--- config.mk ---
export PLATFORM = sky130hd
export DESIGN_NAME = annealed_inv_ripple_adder
export DESIGN_NICKNAME = d
export VERILOG_FILES = /design/src/rtl/annealed_inv_ripple_adder.sv
export SDC_FILE = /design/constraint.sdc
export NUM_CORES = 1
export LEC_CHECK = 0
export ABC_CLOCK_PERIOD_IN_PS = 13100
export CAP_MARGIN = 20
export CORE_ASPECT_RATIO = 0.6
export CORE_MARGIN = 2
export CORE_UTILIZATION = 30
export CTS_CLUSTER_DIAMETER = 80
export DETAILED_ROUTE_END_ITERATION = 8
export PLACE_DENSITY = 0.45
export SLEW_MARGIN = 10
export SYNTH_ARGS = -nofsm -noshare
export SYNTH_HDL_FRONTEND = slang
export SYNTH_SLANG_ARGS = --single-unit
export TNS_END_PERCENT = 30
--- constraint.sdc ---
create_clock -name clk -period 13.1 [get_ports clk]
set_input_delay 3.93 -clock clk [delete_from_list [all_inputs] [get_ports clk]]
set_output_delay 3.93 -clock clk [all_outputs]
set_load 0.02 [all_outputs]
--- src/rtl/annealed_inv_ripple_adder.sv ---
// annealed_inv_ripple_adder: 4-bit invertible p-bit ripple-carry adder.
// Define ANNEAL_EN to ramp I_0 from I_min to I_max; otherwise I_0 = I_max.
module annealed_inv_ripple_adder (
    input  logic       clk,
    input  logic       reset,
    input  logic [1:0] mode,
    input  logic       update_mode,
    input  logic [3:0] a,
    input  logic [3:0] b,
    input  logic [3:0] sum,
    input  logic [3:0] log_tau,
    input  logic [3:0] I_min,
    input  logic [3:0] I_max,
    output logic [3:0] a_out,
    output logic [3:0] b_out,
    output logic [3:0] sum_out,
    output logic       overflow
);
    // p-bit layout: [3:0] a, [7:4] b, [11:8] s, [15:12] c1..c4
    localparam logic [15:0] SEED_BASE = 16'hACE1;
    localparam logic [15:0] SEED_STEP = 16'h0137;

    // floor(256/(1+exp(0.25*I_0*dE))) clamped to 1..255, indexed by I_0
    localparam logic [7:0] T_POS1 [16] = '{
        8'd128, 8'd112, 8'd96, 8'd82, 8'd68, 8'd57, 8'd46, 8'd37,
        8'd30, 8'd24, 8'd19, 8'd15, 8'd12, 8'd9, 8'd7, 8'd5};
    localparam logic [7:0] T_NEG1 [16] = '{
        8'd128, 8'd143, 8'd159, 8'd173, 8'd187, 8'd198, 8'd209, 8'd218,
        8'd225, 8'd231, 8'd236, 8'd240, 8'd243, 8'd246, 8'd248, 8'd250};
    localparam logic [7:0] T_POS2 [16] = '{
        8'd128, 8'd96, 8'd68, 8'd46, 8'd30, 8'd19, 8'd12, 8'd7,
        8'd4, 8'd2, 8'd1, 8'd1, 8'd1, 8'd1, 8'd1, 8'd1};
    localparam logic [7:0] T_NEG2 [16] = '{
        8'd128, 8'd159, 8'd187, 8'd209, 8'd225, 8'd236, 8'd243, 8'd248,
        8'd251, 8'd253, 8'd254, 8'd254, 8'd255, 8'd255, 8'd255, 8'd255};

    logic [15:0] pbit_q;
    logic [15:0] pbit_d;
    logic [15:0] lfsr_q [16];
    logic [15:0] lfsr_d [16];
    logic [3:0]  ptr_q;
    logic [3:0]  ptr_d;
    logic [15:0] clamp_en;
    logic [15:0] clamp_val;
    logic [3:0]  i0_cur;

    // Number of inconsistent full-adder stages for a full p-bit state
    function automatic logic [2:0] energy(input logic [15:0] st);
        logic [2:0] e;
        logic       x;
        logic       y;
        logic       s;
        logic       ci;
        logic       co;
        e = 3'd0;
        for (int i = 0; i < 4; i++) begin
            x  = st[i];
            y  = st[4+i];
            s  = st[8+i];
            co = st[12+i];
            ci = (i == 0) ? 1'b0 : st[11+i];
            if ((s != (x ^ y ^ ci)) ||
                (co != ((x & y) | (ci & (x ^ y)))))
                e = e + 3'd1;
        end
        return e;
    endfunction

    // Energy change of setting bit k to 1 versus 0; only the stages
    // touching that bit differ, so the result lies in -2..+2
    function automatic logic signed [3:0] delta_e(
        input logic [15:0] st,
        input logic [3:0]  k
    );
        logic [15:0] hi;
        logic [15:0] lo;
        hi    = st;
        hi[k] = 1'b1;
        lo    = st;
        lo[k] = 1'b0;
        return $signed({1'b0, energy(hi)}) - $signed({1'b0, energy(lo)});
    endfunction

    function automatic logic [7:0] threshold(
        input logic signed [3:0] de,
        input logic [3:0]        i0
    );
        logic [7:0] t;
        case (de)
            -4'sd2:  t = T_NEG2[i0];
            -4'sd1:  t = T_NEG1[i0];
            4'sd1:   t = T_POS1[i0];
            4'sd2:   t = T_POS2[i0];
            default: t = 8'd128;
        endcase
        return t;
    endfunction

    // Which p-bits are pinned to inputs for each operating mode
    always_comb begin
        clamp_en  = '0;
        clamp_val = '0;
        unique case (mode)
            2'd0: begin
                clamp_en  = 16'h00ff;
                clamp_val = {8'h00, b, a};
            end
            2'd1: begin
                clamp_en  = 16'h8f00;
                clamp_val = {4'h0, sum, 8'h00};
            end
            2'd2: begin
                clamp_en  = 16'h8f0f;
                clamp_val = {4'h0, sum, 4'h0, a};
            end
            default: ;
        endcase
    end

    // Gibbs-style p-bit update plus per-bit LFSR advance and sweep pointer
    always_comb begin
        pbit_d = pbit_q;
        ptr_d  = update_mode ? ptr_q : ptr_q + 4'd1;
        for (int k = 0; k < 16; k++) begin
            lfsr_d[k] = {lfsr_q[k][14:0],
                         lfsr_q[k][15] ^ lfsr_q[k][14] ^
                         lfsr_q[k][12] ^ lfsr_q[k][3]};
            if (update_mode || (ptr_q == 4'(k))) begin
                if (clamp_en[k])
                    pbit_d[k] = clamp_val[k];
                else
                    pbit_d[k] = lfsr_q[k][7:0] <
                        threshold(delta_e(pbit_q, 4'(k)), i0_cur);
            end
        end
    end

    // p-bit, LFSR and pointer state
    always_ff @(posedge clk or posedge reset) begin
        if (reset) begin
            pbit_q <= '0;
            ptr_q  <= '0;
            for (int k = 0; k < 16; k++)
                lfsr_q[k] <= SEED_BASE + SEED_STEP * 16'(k);
        end else begin
            pbit_q <= pbit_d;
            ptr_q  <= ptr_d;
            for (int k = 0; k < 16; k++)
                lfsr_q[k] <= lfsr_d[k];
        end
    end

`ifdef ANNEAL_EN
    logic [15:0] cnt_q;
    logic [15:0] cnt_d;
    logic [15:0] tau_last;
    logic [3:0]  step_q;
    logic [3:0]  step_d;
    logic [4:0]  i0_sum;

    // I_0 is I_min plus completed steps, saturated at I_max
    always_comb begin
        i0_sum = {1'b0, I_min} + {1'b0, step_q};
        if (I_min >= I_max)
            i0_cur = I_min;
        else if (i0_sum >= {1'b0, I_max})
            i0_cur = I_max;
        else
            i0_cur = i0_sum[3:0];
    end

    // Take one schedule step every 2^log_tau cycles
    always_comb begin
        tau_last = (16'd1 << log_tau) - 16'd1;
        cnt_d    = cnt_q + 16'd1;
        step_d   = step_q;
        if (cnt_q == tau_last) begin
            cnt_d = '0;
            if (i0_cur < I_max)
                step_d = step_q + 4'd1;
        end
    end

    // Annealer state, restarted only by reset
    always_ff @(posedge clk or posedge reset) begin
        if (reset) begin
            cnt_q  <= '0;
            step_q <= '0;
        end else begin
            cnt_q  <= cnt_d;
            step_q <= step_d;
        end
    end
`else
    logic unused_anneal;
    assign unused_anneal = ^{log_tau, I_min};
    assign i0_cur = I_max;
`endif

    assign a_out    = pbit_q[3:0];
    assign b_out    = pbit_q[7:4];
    assign sum_out  = pbit_q[11:8];
    assign overflow = pbit_q[15];
endmodule

==> run_results.csv <==
group,metric,value,unit
sta,setup_viol,0,
synthesis,synth_area,0.0192,sq mm
synthesis,ys.warnings.count,0,
die,dieArea,0.0660,sq mm
synthesis,async_reset_ff_share,100,%
critical_path,crit_type,"in2reg",
route,num_vias,15100,
sta,max_slew_margin,21.7,%
route,routed_wl,62.6,mm
sta,slew_viol_final,0,
synthesis,ys_ff_latch,276,
route,vias_per_cell,5.36,
clock_tree,numCtsBuffers,26,
die,io_pins,42,
route,ant_nets,0,
clock_tree,postCtsSetupRepairBufs,0,
die,die_w,330,um
final_layout,drive_above_1_share,14.0,%
placed_design,place.gp.congestion,0.916,
die,core_area,0.0629,sq mm
die,start_util,30.5,%
sta,hold_viol,0,
job,cap_violations,0,
clock_tree,cts_tree,"built",
final_layout,final_nets,2242,
sta,grt_setup_unrepaired,"no",
synthesis,synthDistinctLibCells,77,
clock_tree,ctsLongestPathBuffers,3,
clock_tree,clock-root-buffer,"clkbuf_16",
synthesis,yosysTopAreaCell,"dfstp_2",
clock_tree,postCtsResizedCells,0,
synthesis,synthTopCellsByArea,"dfstp_2, dfrtp_1, ha_1, xnor2_1, xor2_1",
global_routing,grt-ovfl-total,0,
min_path,worstHoldPathType,"reg2reg",
final_layout,syn2layout_area_growth,10.8,%
clock_tree,clkSinkCount,276,
critical_path,crit_arrival,8520,ps
critical_path,critPathMaxFanout,11,
global_routing,grt_pass1_vias,14300,
clock_tree,clkSlewWorstSetupHoldPaths,80,ps
sta,worst_pin_slew,1170,ps
synthesis,synth_edf_count,0,
die,rows,71,
route,avgRoutedWirePerCell,22.2,um
placed_design,port_buffers,33,
placed_design,hpwl,45.8,mm
route,firstDrtPassIters,6,
sta,skew,14.4,ps
sta,fin_crit_sh,61.8,%
global_routing,antenna_found_initial,5,
global_routing,grt_max_degree,78,
synthesis,yosys.area.top_type_share,19.7,%
clock_tree,clk_latency,570,ps
synthesis,synth.avg_cell_area,9.79,sq um
die,die_h,200,um
critical_path,worstPathRequired,13520,ps
synthesis,yosysSeqAreaShare,37.0,%
sta,setup_tns,0,ps
synthesis,synth_nets,2245,
synthesis,synth_ff_type,"dfstp_2",
status,status,"complete, no violations",
clock_tree,holdBufCountCts,0,
clock_tree,htreeDepth,1,
critical_path,cp-start-kind,"primary input",
final_layout,fill_cells,6357,
critical_path,critPathCaptureType,"register",
route,drc_errors,0,
synthesis,netlist_instances,1958,
global_routing,track_usage,18.9,%
sta,fmax,0.123,GHz
sta,period_needed,8100,ps
global_routing,grt_first_pass_wirelength,91.8,mm
route,first_iter_violations,1565,
## placed cells by master (no fill, tap or decap), types with 5 or more instances in the layout
cell type	instances
dfrtp_1	132
a31oi_1	10
nor3b_1	8
a21oi_1	126
or2_2	10
nand3_1	30
buf_4	33
nor3_1	19
a2111oi_0	6
mux2i_1	21
clkbuf_16	27
a211oi_1	26
inv_1	57
o21a_1	12
a211o_1	7
xor2_1	79
and2_1	11
o22a_1	12
a221oi_1	32
clkdlybuf4s50_1	32
nand4_1	17
nand2b_1	36
a22oi_1	62
and3_1	10
ha_1	242
a21o_1	37
o211ai_1	18
nor2_1	133
clkinv_2	6
o21ai_1	11
nor2b_1	40
clkbuf_8	5
dfstp_2	144
xnor2_1	97
o21ai_0	80
nand2_1	169
mux2_2	18
o22ai_1	58
fa_1	16
## sequential cells by signal, summed over array words and instances (netlist names)
| name | cells |
|---|---|
| lfsr_d | 240 |
| lfsr_q | 16 |
| pbit_q | 16 |
| ptr_q | 4 |
## metal layers
layer	part of all wire, %	up-vias	wire length [um]	track usage, %
met5	0	-	0	0
met4	1.7	0	1080	3.79
met3	9.8	59	6160	5.29
met2	38	586	23900	25.3
met1	50	7395	31400	29.4
li1	-	7058	-	-
## stage by stage
step | std cells | instance area (sq um) | setup slack [ps] | hold WS (ps) | utilization, %
2_1_floorplan | 1958 | 19200 | 1800 | 331 | -
3_3_place_gp | 2764 | 20300 | 4510 | 333 | 32.3
3_5_place_dp | 2765 | 20300 | 4480 | 336 | 32.4
4_1_cts | 2813 | 21200 | 5110 | 352 | 33.8
5_1_grt | 2815 | 21200 | 4860 | 359 | 33.8
6_report | 2816 | 21200 | 5000 | 349 | 33.8
## cells by family (layout without fill, tap and decap cells)
logic type      count (synthesis)  count (layout)  synth area share (%)
mux                            39              39                  2.15
xor+xnor                      180             180                  8.44
compound gates                541             541                  18.8
buf+inv                       157             174                  3.61
simple gates                  507             507                  12.6
fa+ha+maj                     258             258                  17.5
other cells                     0               2                     0
flops                         276             276                  37.0
## worst max-delay path, stage by stage
cell and delay (ps):
clkdlybuf4s50_1 810, inv_1 200, ha_1 500, mux2_2 330
o21ai_2 670, buf_4 340, nor2_1 60, a21oi_1 130
nor2_1 50, a221oi_1 310, ha_1 240, o21a_1 130
nor2_1 40, a2111o_1 390, a221oi_1 230, o221ai_1 160
## cell usage after synthesis (all sizes together) (12+ instances only)
cell	instances
inv	58
ha	242
nand3	30
dfrtp	132
nand2	171
nor3	19
nor2	134
a211oi	27
a221oi	33
o21a	12
a22oi	63
nand2b	36
o211ai	18
a21o	37
a21oi	128
o22ai	58
dfstp	144
nand4	17
mux2	18
fa	16
mux2i	21
o22a	12
xor2	80
clkbuf	42
buf	57
xnor2	100
a31oi	12
o21ai	92
nor2b	40
## cell type report
cell class / instances / area [sq um] / share of cell area [%]
multi-input combinational: 1525 / 11400 / 53.7
sequential: 276 / 7090 / 33.4
tap: 839 / 1050 / 4.94
clock buffer: 35 / 756 / 3.56
clock inverter: 13 / 131 / 0.618
antenna: 2 / 5.00 / 0.0236
timing repair buffer: 68 / 589 / 2.77
inverter: 58 / 225 / 1.06
## worst paths after layout
kind                       cells after the start     endpoint  startpoint  slack (ps)
setup / recovery                              16    pbit_q[4]    I_max[0]        5000
hold / removal                                 0   lfsr_d[42]  lfsr_d[41]         350
setup reg to reg                              21    pbit_q[2]   pbit_q[4]        5300
hold reg to reg                                0   lfsr_d[42]  lfsr_d[41]         350
max in group asynchronous                      4  lfsr_d[193]       reset        7270
min in group asynchronous                      2  lfsr_d[188]       reset        3790
Power is left out: the tool's default activity adds up to more than one toggle a clock period on the data nets, which glitch-free logic cannot reach.
